--- config.mk ---
export PLATFORM = sky130hd
export DESIGN_NAME = vga_sprite_compositor
export DESIGN_NICKNAME = d
export VERILOG_FILES = /design/src/rtl/vga_sprite_compositor.sv
export SDC_FILE = /design/constraint.sdc
export NUM_CORES = 1
export LEC_CHECK = 0
export CAP_MARGIN = 5
export CORE_MARGIN = 2
export CORE_UTILIZATION = 30
export DETAILED_ROUTE_END_ITERATION = 10
export DONT_BUFFER_PORTS = 1
export SLEW_MARGIN = 20
export SYNTH_ARGS = -nofsm -noshare
export SYNTH_HDL_FRONTEND = slang
export SYNTH_SLANG_ARGS = --single-unit
--- constraint.sdc ---
create_clock -name clk -period 6.6 [get_ports clk]
set_input_delay 1.32 -clock clk [delete_from_list [all_inputs] [get_ports clk]]
set_output_delay 1.32 -clock clk [all_outputs]
set_load 0.02 [all_outputs]
--- src/rtl/vga_sprite_compositor.sv ---
// VGA 640x480 timing generator with a 1-bit background bitmap and NUM_SPRITES
// frame-synchronous, animated 1-bit sprites. The pipeline runs two pixel ticks from counters to pins.
module vga_sprite_compositor #(
    parameter int CLK_DIV     = 4,
    parameter int H_ACTIVE    = 640,
    parameter int H_FP        = 16,
    parameter int H_SYNC      = 96,
    parameter int H_BP        = 48,
    parameter int V_ACTIVE    = 480,
    parameter int V_FP        = 10,
    parameter int V_SYNC      = 2,
    parameter int V_BP        = 33,
    parameter int NUM_SPRITES = 2,
    parameter int SPRITE_W    = 60,
    parameter int SPRITE_H    = 60,
    parameter int NUM_FRAMES  = 3,
    parameter int COLOR_W     = 12,
    parameter int SADDR_W     = $clog2(SPRITE_W*SPRITE_H*NUM_FRAMES),
    parameter int BADDR_W     = $clog2(H_ACTIVE*V_ACTIVE)
) (
    input  logic                           clk,
    input  logic                           reset,
    input  logic [NUM_SPRITES*10-1:0]      sprite_x,
    input  logic [NUM_SPRITES*9-1:0]       sprite_y,
    input  logic [NUM_SPRITES-1:0]         sprite_en,
    input  logic [NUM_SPRITES*2-1:0]       sprite_frame,
    input  logic [NUM_SPRITES*COLOR_W-1:0] sprite_color,
    input  logic [COLOR_W-1:0]             bg_ink,
    input  logic [COLOR_W-1:0]             bg_paper,
    output logic [BADDR_W-1:0]             bg_addr,
    input  logic                           bg_data,
    output logic [NUM_SPRITES*SADDR_W-1:0] spr_addr,
    input  logic [NUM_SPRITES-1:0]         spr_data,
    output logic                           hSync,
    output logic                           vSync,
    output logic [3:0]                     VGA_R,
    output logic [3:0]                     VGA_G,
    output logic [3:0]                     VGA_B,
    output logic                           active,
    output logic                           screenEnd
);
    localparam int H_TOTAL  = H_ACTIVE + H_FP + H_SYNC + H_BP;
    localparam int V_TOTAL  = V_ACTIVE + V_FP + V_SYNC + V_BP;
    localparam int HS_START = H_ACTIVE + H_FP;
    localparam int HS_END   = HS_START + H_SYNC - 1;
    localparam int VS_START = V_ACTIVE + V_FP;
    localparam int VS_END   = VS_START + V_SYNC - 1;
    localparam int DIV_W    = (CLK_DIV > 1) ? $clog2(CLK_DIV) : 1;

    logic [DIV_W-1:0] div;
    logic             tick;
    logic [9:0]       hcount;
    logic [9:0]       vcount;
    logic             h_last;
    logic             v_last;
    logic             frame_wrap;

    assign tick       = (div == DIV_W'(CLK_DIV - 1));
    assign h_last     = (hcount == 10'(H_TOTAL - 1));
    assign v_last     = (vcount == 10'(V_TOTAL - 1));
    assign frame_wrap = tick && h_last && v_last;

    always_ff @(posedge clk) begin
        if (reset) begin
            div       <= '0;
            hcount    <= '0;
            vcount    <= '0;
            screenEnd <= 1'b0;
        end else begin
            screenEnd <= frame_wrap;
            div       <= tick ? '0 : div + DIV_W'(1);
            if (tick) begin
                if (h_last) begin
                    hcount <= '0;
                    vcount <= v_last ? '0 : vcount + 10'd1;
                end else begin
                    hcount <= hcount + 10'd1;
                end
            end
        end
    end

    // Sprite state seen by the pipeline; reloaded only at the frame boundary so a frame never tears.
    logic [9:0]         sh_x     [NUM_SPRITES];
    logic [8:0]         sh_y     [NUM_SPRITES];
    logic [1:0]         sh_frame [NUM_SPRITES];
    logic [COLOR_W-1:0] sh_color [NUM_SPRITES];
    logic [NUM_SPRITES-1:0] sh_en;

    always_ff @(posedge clk) begin
        if (reset) begin
            sh_en <= '0;
            for (int unsigned i = 0; i < NUM_SPRITES; i++) begin
                sh_x[i]     <= '0;
                sh_y[i]     <= '0;
                sh_frame[i] <= '0;
                sh_color[i] <= '0;
            end
        end else if (screenEnd) begin
            sh_en <= sprite_en;
            for (int unsigned i = 0; i < NUM_SPRITES; i++) begin
                sh_x[i]     <= sprite_x[10*i +: 10];
                sh_y[i]     <= sprite_y[9*i +: 9];
                sh_color[i] <= sprite_color[COLOR_W*i +: COLOR_W];
                sh_frame[i] <= ({30'd0, sprite_frame[2*i +: 2]} >= 32'(NUM_FRAMES))
                               ? 2'd0 : sprite_frame[2*i +: 2];
            end
        end
    end

    logic                   vis0;
    logic                   hs0;
    logic                   vs0;
    logic [NUM_SPRITES-1:0] hit_c;
    logic [SADDR_W-1:0]     addr_c [NUM_SPRITES];
    logic [BADDR_W-1:0]     bg_off;

    assign vis0   = (hcount < 10'(H_ACTIVE)) && (vcount < 10'(V_ACTIVE));
    assign hs0    = !((hcount >= 10'(HS_START)) && (hcount <= 10'(HS_END)));
    assign vs0    = !((vcount >= 10'(VS_START)) && (vcount <= 10'(VS_END)));
    assign bg_off = BADDR_W'(hcount) + BADDR_W'(vcount) * BADDR_W'(H_ACTIVE);

    // Widened compares keep a sprite near the right/bottom edge from wrapping back onto column/row 0.
    always_comb begin
        hit_c = '0;
        for (int unsigned i = 0; i < NUM_SPRITES; i++) begin
            hit_c[i] = sh_en[i] && vis0
                       && ({1'b0, hcount} >= {1'b0, sh_x[i]})
                       && ({1'b0, hcount} <  ({1'b0, sh_x[i]} + 11'(SPRITE_W)))
                       && (vcount >= {1'b0, sh_y[i]})
                       && (vcount <  ({1'b0, sh_y[i]} + 10'(SPRITE_H)));
            addr_c[i] = '0;
            if (hit_c[i]) begin
                addr_c[i] = SADDR_W'(sh_frame[i]) * SADDR_W'(SPRITE_W*SPRITE_H)
                          + SADDR_W'(vcount - {1'b0, sh_y[i]}) * SADDR_W'(SPRITE_W)
                          + SADDR_W'(hcount - sh_x[i]);
            end
        end
    end

    logic [NUM_SPRITES-1:0] hit1;
    logic                   vis1;
    logic                   hs1;
    logic                   vs1;

    always_ff @(posedge clk) begin
        if (reset) begin
            bg_addr  <= '0;
            spr_addr <= '0;
            hit1     <= '0;
            vis1     <= 1'b0;
            hs1      <= 1'b1;
            vs1      <= 1'b1;
        end else if (tick) begin
            bg_addr <= vis0 ? bg_off : '0;
            for (int unsigned i = 0; i < NUM_SPRITES; i++) begin
                spr_addr[i*SADDR_W +: SADDR_W] <= addr_c[i];
            end
            hit1 <= hit_c;
            vis1 <= vis0;
            hs1  <= hs0;
            vs1  <= vs0;
        end
    end

    logic [COLOR_W-1:0] pix;
    logic               found;
    logic [COLOR_W-1:0] rgb;

    always_comb begin
        pix   = bg_data ? bg_ink : bg_paper;
        found = 1'b0;
        for (int unsigned i = 0; i < NUM_SPRITES; i++) begin
            if (!found && hit1[i] && spr_data[i]) begin
                found = 1'b1;
                pix   = sh_color[i];
            end
        end
        if (!vis1) begin
            pix = '0;
        end
    end

    always_ff @(posedge clk) begin
        if (reset) begin
            rgb    <= '0;
            active <= 1'b0;
            hSync  <= 1'b1;
            vSync  <= 1'b1;
        end else if (tick) begin
            rgb    <= pix;
            active <= vis1;
            hSync  <= hs1;
            vSync  <= vs1;
        end
    end

    assign VGA_R = rgb[COLOR_W-1 -: 4];
    assign VGA_G = rgb[COLOR_W-5 -: 4];
    assign VGA_B = rgb[COLOR_W-9 -: 4];

endmodule

== Word-level counts from Yosys, hierarchy flattened ==
Memories as Yosys holds them, arrays and structs flattened.
Index checks and enable logic that the tools add are counted.

* Register bits after elaboration: 92
* Bits in writable memories: 66
* Input port bits: 97
* Output and inout bits: 63
* Logic and storage cells: 115
* Memories kept: 4

* $add $sub $neg: 16
* $mul: 5
* Order comparisons: 16
* Eq/ne operators: 3
* Muxes and demuxes: 25
* Bitwise logic cells: 8
* Reductions and logical operators: 23

{| class="wikitable"
|+ Memory list
! memory !! words !! width !! rd ports !! clocked after memory_dff !! wr ports !! RTL line !! text
|-
| sh_color || 2 || 12 || 2 || 0 || 2 || 87 || <nowiki>logic [COLOR_W-1:0] sh_color [NUM_SPRITES];</nowiki>
|-
| sh_x || 2 || 10 || 2 || 0 || 2 || 84 || <nowiki>logic [9:0] sh_x [NUM_SPRITES];</nowiki>
|-
| sh_y || 2 || 9 || 2 || 0 || 2 || 85 || <nowiki>logic [8:0] sh_y [NUM_SPRITES];</nowiki>
|-
| sh_frame || 2 || 2 || 2 || 0 || 2 || 86 || <nowiki>logic [1:0] sh_frame [NUM_SPRITES];</nowiki>
|}

{| class="wikitable"
|+ Operator list
! kind !! number
|-
| $mux 12 || 6
|-
| $add 14x14->14 || 4
|-
| $mux 10 || 4
|-
| $mul 14x4->12 const B || 2
|-
| $mux 14 || 2
|-
| $add 10x6->11 const B || 2
|-
| $lt 10x11->1 || 2
|-
| $sub 10x10->11 || 2
|-
| $sub 10x9->11 || 2
|-
| $add 10x1->10 const B || 2
|-
| $add 9x6->10 const B || 2
|-
| $eq 10x10->1 const B || 2
|-
| $ge 10x10->1 || 2
|-
| $ge 10x9->1 || 2
|-
| $lt 10x10->1 || 2
|-
| $mul 2x8->10 const B || 2
|-
| $add 10x19->19 || 1
|-
| $mux 19 || 1
|-
| $logic_and 1x1->1 || 18
|-
| $mux 9 || 2
|-
| $mul 10x3->12 const B || 1
|-
| $ge 10x10->1 const B || 1
|-
| $ge 10x9->1 const B || 1
|-
| $le 10x10->1 const B || 1
|-
| 12 further kinds || 30
|}

== Longest topological paths before layout ==
Gate-level depths: netlist of the first run.

* Word-level depth: 8
* Depth in mapped cells: 27

== Least setup slack after synthesis of the first run ==
Ideal clock, no wire load.

* Path kind: register to register
* Start: register vcount[0]
* End: register spr_addr[27]
* Setup time: 0.117 ns
* Arrival: 5.673 ns
* Slack: 0.810 ns
* Cell stages (with the launch flop): 26
* Buffers on the path: 0
* Clock period less this slack: 5.790 ns
* Path through: dfxtp_1 -> inv_1 -> ha_1 -> inv_1 -> fa_1 -> xnor2_1 -> inv_1 -> ha_1 -> xnor2_1 -> fa_1 -> inv_1 -> ha_1 -> nor2b_1 -> o21ai_0 -> nand2b_1 -> a21o_1 -> a21o_1 -> a21o_1 -> a21oi_1 -> xnor2_1 -> fa_1 -> ha_1 -> nand2_1 -> o31ai_1 -> xnor3_1 -> a22o_1

* Longest elaborated chain between the ends: 8

{| class="wikitable"
|+ RTL lines
! what !! RTL line !! text
|-
| start: declaration || 53 || <nowiki>logic [9:0] vcount;</nowiki>
|-
| start signal: assignment || 75 || <nowiki>vcount <= v_last ? '0 : vcount + 10'd1;</nowiki>
|-
| parallel branches: the longest is 7 deep, another holds $mul 14x4->12 || - ||
|-
| $mux 14 * || 133 || <nowiki>if (hit_c[i]) begin</nowiki>
|-
| end signal: indexed assignment || 157 || <nowiki>spr_addr[i*SADDR_W +: SADDR_W] <= addr_c[i];</nowiki>
|-
| end: declaration || 32 || <nowiki>output logic [NUM_SPRITES*SADDR_W-1:0] spr_addr,</nowiki>
|}

Every way passes the cells marked *.
A chain may end at the register's enable or synchronous reset.

== Worst setup path after layout of the first run ==
Same ends and word-level chain as after synthesis.

==> metrics.yaml, run 1 <==
wl_um: 30900
insertion_delay_ps: 460
first_iter_violations: 410
io_pins: 160
p_clk_frac: 0.261
dieHeight_um: 208
ir_drop_v: 0.000207
status: "finished, final reports clean"
num_vias: 9094
syn_avg_cell_area_um2: 9.54
crit_fanout: 8
die_area_um2: 43100
synth_ff_type: "dfxtp_1"
cts_buffers: 17
core_area_um2: 40900
fin_setup_tns_ps: 0
final-hold-violation-count: 0
finalSetupViolCount: 0
maxCapViolations: 0
clock_skew_ps: 16.5
rsz0062_at_grt: "no"
intPower_mw: 2.44
slew_violations: 0
cts_tree: "done"
areaGrowthSynthToFinish_pct: 10.3
clkTransAtPathRegs_ps: 80
worstPathRequired_ps: 6950
drive_above_1_share: 0.0479
dp_hpwl_um: 24300
crit_path_end_kind: "register"
synth-edff-count: 66
post-place-ws_ps: 363
max_clock_freq_ghz: 0.161
grt-ovfl-total: 0
nets: 1604
syn-cell-area_um2: 12400
relSlewSlack: 0.289
start_util: 0.304
clock_sinks: 158
port_buffers: 0
place_congestion: 0.851
htreeDepth: 4
layout_setup_ws_ps: 395
grt.total_usage: 0.143
synth_nets: 1606
cts_root_buf: "clkbuf_16"
arrival_ps: 6560
syn_inst: 1305
critical_path_class: "reg -> reg"
first_global_vias: 9189
p_comb_frac: 0.472
sw_frac_of_total: 0.379
core.rowCount: 74
ys_seq_area_frac: 0.307
async_reset_ff_frac: 0
postCtsHoldBufs: 0
drc: 0
period_needed_ps: 6200
startpoint_type: "register"
ant_nets: 0
ys_types: 67
ys_warn_count: 0
grt_max_degree: 67
power_switching_mw: 1.49
worst_slew_pin_slew_ps: 1070
wire_per_inst_um: 16.7
first_pass_iters: 5
p_per_area_nw_per_um2: 286
post-route-period-util: 0.940
fp.dieW_um: 208
power_mw: 3.93
cts_max_path_buffers: 2
viasPerCell: 4.92
yosys_register_bits: 158
leakagePower_nw: 6.05
seq_power_share: 0.266
grt_pass1_wl_um: 48800
hold_class: "reg -> reg"
antenna_found_initial: 6
kinds of logic (layout without fill, tap and decap cells):
logic type / count (synthesis) / after routing / synth area share
flops: 158 / 158 / 0.307
simple gates: 338 / 338 / 0.142
mux: 16 / 16 / 0.0129
xor+xnor: 139 / 139 / 0.102
fa+ha+maj: 207 / 207 / 0.233
buf+inv: 171 / 182 / 0.0517
compound gates: 276 / 276 / 0.152
other cells: 0 / 2 / 0
critical path, cell delays in order (launching register included):
cell      delay, ps
dfxtp_1         410
inv_1           170
ha_1            180
inv_1            50
fa_1            420
nand3_1         130
nand2_1          90
xnor2_1         580
xor2_1          300
xnor2_1         120
fa_1            500
inv_1            50
ha_1            320
o21ai_0          90
nand2b_1        100
a21o_1          190
a21o_1          190
a21o_1          180
a21oi_1         190
xnor2_1         170
fa_1            440
ha_1            320
nand2_1          60
o31ai_1         260
xnor3_1         380
a22o_1          210
cells in the final DEF, fill, tap and decap left out, types with 14 or more instances in the layout:
cell type and count:
a211oi_1 20, a21o_1 30, a21oi_1 71, a22o_1 47, and2_1 64, clkbuf_16 17, dfxtp_1 92, edfxtp_1 66
fa_1 42, ha_1 162, inv_1 135, mux2i_1 16, nand2_1 60, nand2b_1 20, nand3_1 22, nand4_1 17
nor2_1 73, nor2b_1 14, nor3_1 24, o21a_1 16, o21ai_0 23, o21ai_1 26, xnor2_1 90, xor2_1 44
final timing paths:
| path | startpoint | slack, ps | end | cells past startpoint |
|---|---|---|---|---|
| setup / recovery | vcount[0]$_SDFFE_PP0P_ | 400 | spr_addr[27]$_SDFFE_PP0N_ | 25 |
| setup reg to reg | vcount[0]$_SDFFE_PP0P_ | 400 | spr_addr[27]$_SDFFE_PP0N_ | 25 |
| hold reg to reg | div[0]$_SDFF_PP0_ | 430 | div[0]$_SDFF_PP0_ | 1 |
| hold / removal | div[0]$_SDFF_PP0_ | 430 | div[0]$_SDFF_PP0_ | 1 |
stage by stage:
stage	std cells	utilization	cell area, µm²	hold slack [ps]
after floorplan	1305	-	12400	404
after global placement	1816	0.320	13100	408
after detailed placement	1816	0.320	13100	416
after CTS	1848	0.335	13700	429
after global routing	1848	0.335	13700	437
final	1850	0.336	13700	428
area by class of cell:
type	count	area (µm²)
diodes	2	5.00
clock buffers	17	425
clock inverters	15	181
fillers	4211	27200
inverters	137	514
multi-input cells	976	8020
flip-flops and latches	158	3820
well taps	532	666
repair buffers	13	97.6
timing repair:
item / 4_1_cts / 5_1_grt
buffers inserted: 0 / 0
setup endpoints to repair: 0 / 2
resized for setup: 0 / 2
sequential cells by signal, indices dropped and copies added, names as in the netlist:
name and cells:
hSync 1, vSync 1, vis1 1, hs1 1, sh_x 20, div 2
active 1, sh_color 24, vs1 1, sh_y 18, sh_en 2, bg_addr 19
rgb 12, hit1 2, screenEnd 1, sh_frame 4, spr_addr 28, hcount 10
vcount 10
synth_stat cells, types with 3 or more instances:
| library cell | count | area share |
|---|---|---|
| ha_1 | 162 | 0.16 |
| inv_1 | 135 | 0.041 |
| dfxtp_1 | 92 | 0.15 |
| xnor2_1 | 92 | 0.065 |
| nor2_1 | 74 | 0.022 |
| a21oi_1 | 71 | 0.029 |
| edfxtp_1 | 66 | 0.16 |
| and2_1 | 64 | 0.032 |
| nand2_1 | 60 | 0.018 |
| a22o_1 | 47 | 0.033 |
| xor2_1 | 44 | 0.031 |
| fa_1 | 42 | 0.068 |
| clkbuf_1 | 31 | 0.0093 |
| a21o_1 | 30 | 0.018 |
| o21ai_1 | 26 | 0.010 |
| nor3_1 | 24 | 0.0097 |
| o21ai_0 | 23 | 0.0092 |
| nand3_1 | 22 | 0.0088 |
| a211oi_1 | 20 | 0.012 |
| nand2b_1 | 20 | 0.010 |
| nand4_1 | 17 | 0.0085 |
| mux2i_1 | 16 | 0.013 |
| o21a_1 | 16 | 0.0097 |
| nor2b_1 | 15 | 0.0075 |
| and3_1 | 10 | 0.0050 |
| o211ai_1 | 7 | 0.0042 |
| o21bai_1 | 6 | 0.0036 |
| and3b_1 | 4 | 0.0028 |
| nor4_1 | 4 | 0.0020 |
| or2_2 | 4 | 0.0020 |
| a2111oi_0 | 3 | 0.0021 |
| a211o_1 | 3 | 0.0021 |
| maj3_1 | 3 | 0.0024 |
| o31ai_1 | 3 | 0.0018 |
| or2_1 | 3 | 0.0015 |
| or3_1 | 3 | 0.0015 |
metal layers:
layer  track usage  vias to the layer above  wire [µm]
met2         0.237                      177      14400
met3        0.0408                       56       1790
met5             0                        -         41
met4        0.0594                        6        931
met1         0.173                     4294      13700
li1              -                     4561          -
power by group through the flow:
stage / clock [mW] / sequential [mW] / combinational, mW
2_1_floorplan: 0 / 1.06 / 1.57
3_3_place_gp: 0 / 1.07 / 1.82
3_5_place_dp: 0 / 1.07 / 1.85
4_1_cts: 1.05 / 1.05 / 1.87
5_1_grt: 1.08 / 1.05 / 2.11
6_report: 1.03 / 1.05 / 1.85
Note: power is estimated with default switching activity, not from simulation.
==> inputs of run 2 (changes only) <==
--- a/config.mk
+++ b/config.mk
@@ -5,8 +5,9 @@
 export SDC_FILE = /design/constraint.sdc
 export NUM_CORES = 1
 export LEC_CHECK = 0
+export ABC_AREA = 1
 export CAP_MARGIN = 5
-export CORE_MARGIN = 2
+export CORE_MARGIN = 10
 export CORE_UTILIZATION = 30
 export DETAILED_ROUTE_END_ITERATION = 10
 export DONT_BUFFER_PORTS = 1
==> metrics.yaml, run 2 <==
status: "finished, final reports clean"
slew_violations: 0  # unchanged
clkTransAtPathRegs_ps: 80  # about the same
synth_nets: 1973  # +23%
num_antenna_cells: 0  # -2
fin_setup_tns_ps: 0  # unchanged
final_common_cell: "inv_1"
first_pass_iters: 5  # unchanged
core.rowCount: 76  # +2.7%
drc: 0  # unchanged
worst_slew_pin_slew_ps: 1030  # -35.1 ps
min_to: "div[0]$_SDFF_PP0_"
place_inst: 2233  # +23%
leakagePower_nw: 6.82  # +13%
stdcell_count: 2265  # +22%
wl_um: 35600  # +15%
synth_area_leaders: "ha_1 15%, edfxtp_1 15%, dfxtp_1 14%"
die_area_um2: 52600  # +22%
cts_tree: "done"
cts_max_path_buffers: 2  # unchanged
hold_class: "reg -> reg"
critical_path_class: "reg -> reg"
yosys-top-cells-count: "318 x inv_1, 270 x nand2_1, 162 x ha_1, 145 x nor2_1, 117 x a21oi_1"
startpoint_type: "register"
reg2reg_from: "vcount[0]$_SDFFE_PP0P_"
final_cell_mix: "318 x inv_1, 269 x nand2_1, 162 x ha_1"
place_congestion: 0.905  # +6.3%
htreeDepth: 4  # unchanged
ff2ff_setup_slack_ps: 550  # +160 ps
arrival_ps: 6420  # -140 ps
start_util: 0.305  # +0.000544
num_vias: 10679  # +17%
antenna_found_initial: 0  # -6
nets: 1968  # +23%
period_needed_ps: 6050  # -157 ps
postCtsHoldBufs: 0  # unchanged
dp_hpwl_um: 28800  # +18%
grt-ovfl-total: 0  # unchanged
cts_buffers: 17  # unchanged
synth-edff-count: 66  # unchanged
cp_slowest_cell: "fa_1"
largest_reg_flops: 28  # unchanged
critPathLaunch: "vcount[0]$_SDFFE_PP0P_"
core_area_um2: 43200  # +5.5%
reg2reg_depth: 29  # +16%
wire_per_inst_um: 15.7  # -5.9%
maxCapViolations: 0  # unchanged
insertion_delay_ps: 470  # about the same
rsz0062_at_grt: "no"
cts_root_buf: "clkbuf_16"
regToRegEndpoint: "spr_addr[13]$_SDFFE_PP0N_"
yosys_register_bits: 158  # unchanged
grt.total_usage: 0.135  # -0.00782
ir_drop_v: 0.000234  # +13%
first_iter_violations: 570  # +39%
dieHeight_um: 229  # +10%
ant_nets: 0  # unchanged
crit_top_cell: "nand2_1"
crit_fanout: 6  # -2
syn_avg_cell_area_um2: 7.87  # -18%
syn_inst: 1672  # +28%
top_regs: "spr_addr: 28 flops, sh_color: 24 flops, sh_x: 20 flops"
clock_sinks: 158  # unchanged
holdCritStartpoint: "div[0]$_SDFF_PP0_"
finalSetupViolCount: 0  # unchanged
ys_types: 58  # -13%
worstPathRequired_ps: 6970  # +20 ps
synth_top_area_share: 0.154  # -0.00875
io_pins: 160  # unchanged
drive_above_1_share: 0.0500  # +0.00213
synth_largest_area_cell: "ha_1"
viasPerCell: 4.71  # -4.1%
synth_ff_type: "dfxtp_1"
power_mw: 4.05  # +3.2%
async_reset_ff_frac: 0  # unchanged
max_clock_freq_ghz: 0.165  # +2.6%
ys_warn_count: 0  # unchanged
p_per_area_nw_per_um2: 281  # -1.6%
fp.dieW_um: 229  # +10%
crit_path_end_kind: "register"
slowest_delay_ps: 530  # -50 ps
final-hold-violation-count: 0  # unchanged
post-route-period-util: 0.916  # -0.0238
relSlewSlack: 0.313  # +0.0239
grt_pass1_wl_um: 57200  # +17%
largest_register: "spr_addr"
syn-cell-area_um2: 13200  # +5.7%
synth.most_common_cell: "inv_1"
grt_max_degree: 69  # +3.0%
clock_skew_ps: 15.4  # -1.09 ps
hold_depth: 1  # unchanged
areaGrowthSynthToFinish_pct: 9.56
finalCoreUtilization: 0.334  # -0.00173
ys_seq_area_frac: 0.291  # -0.0165
first_global_vias: 10899  # +19%
port_buffers: 0  # unchanged
==> run 2: final cells by class <==
type,count,area (µm²)
sequential,158,3820
clock inverter,15,183
multi-input combinational,1163,8010
inverter,324,1220
clock buffer,17,425
tap,585,732
fill,4579,28800
timing repair buffer,3,22.5
==> run 2: critical path: cells and delay by family (launching register included) <==
| kind | cells | cell delay [ps] |
|---|---|---|
| flip-flops | 1 | 360 |
| buffers and inverters | 4 | 490 |
| adder cells (fa/ha/maj) | 7 | 2630 |
| XOR/XNOR | 3 | 720 |
| AO/OA/AOI/OAI | 6 | 840 |
| AND/OR/NAND/NOR | 9 | 900 |
==> run 2: cells by family (layout without fill, tap and decap cells) <==
family / after synthesis / after routing / share of synthesized area
flip-flops: 158 / 158 / 0.291
buffers and inverters: 351 / 359 / 0.102
AO/OA/AOI/OAI: 281 / 281 / 0.127
multiplexers: 12 / 12 / 0.00913
AND/OR/NAND/NOR: 559 / 559 / 0.181
XOR/XNOR: 107 / 107 / 0.0718
adder cells (fa/ha/maj): 204 / 204 / 0.218
==> run 2: timing repair <==
action                     in CTS  in global routing
setup endpoints to repair       0                  1
setup buffers                   0                  0
gates resized for setup         0                  2
==> run 2: power breakdown <==
part	leakage [nW]	internal [mW]	switching, mW	total (mW)
clock	0.292	0.515	0.521	1.04
combinational	5.12	0.774	1.20	1.97
sequential	1.40	1.03	0.0133	1.05
total	6.82	2.32	1.73	4.05
==> run 2: worst max path at each step <==
| stage | depth (start not counted) | slack (ps) | end |
|---|---|---|---|
| 2_1_floorplan | 29 | 1210 | spr_addr[13]$_SDFFE_PP0N_ |
| 3_3_place_gp | 29 | 790 | spr_addr[13]$_SDFFE_PP0N_ |
| 3_5_place_dp | 30 | 570 | spr_addr[27]$_SDFFE_PP0N_ |
| 4_1_cts | 30 | 540 | spr_addr[27]$_SDFFE_PP0N_ |
| 5_1_grt | 29 | 80 | spr_addr[27]$_SDFFE_PP0N_ |
| 6_report | 29 | 550 | spr_addr[13]$_SDFFE_PP0N_ |
==> run 2: layer usage <==
metal | global-route usage | wire (µm) | vias to the layer above
li1 | - | - | 5440
met4 | 0.0441 | 735 | 0
met3 | 0.0417 | 2660 | 44
met2 | 0.230 | 16900 | 242
met5 | 0 | 0 | -
met1 | 0.158 | 15400 | 4953
==> run 2: stage by stage <==
stage,hold WS (ps),setup WS [ps],area (µm²)
after global routing,428,77.0,14400
after CTS,424,544,14400
after global placement,408,790,13800
after floorplan,399,1210,13200
after detailed placement,412,568,13800
final,429,552,14400
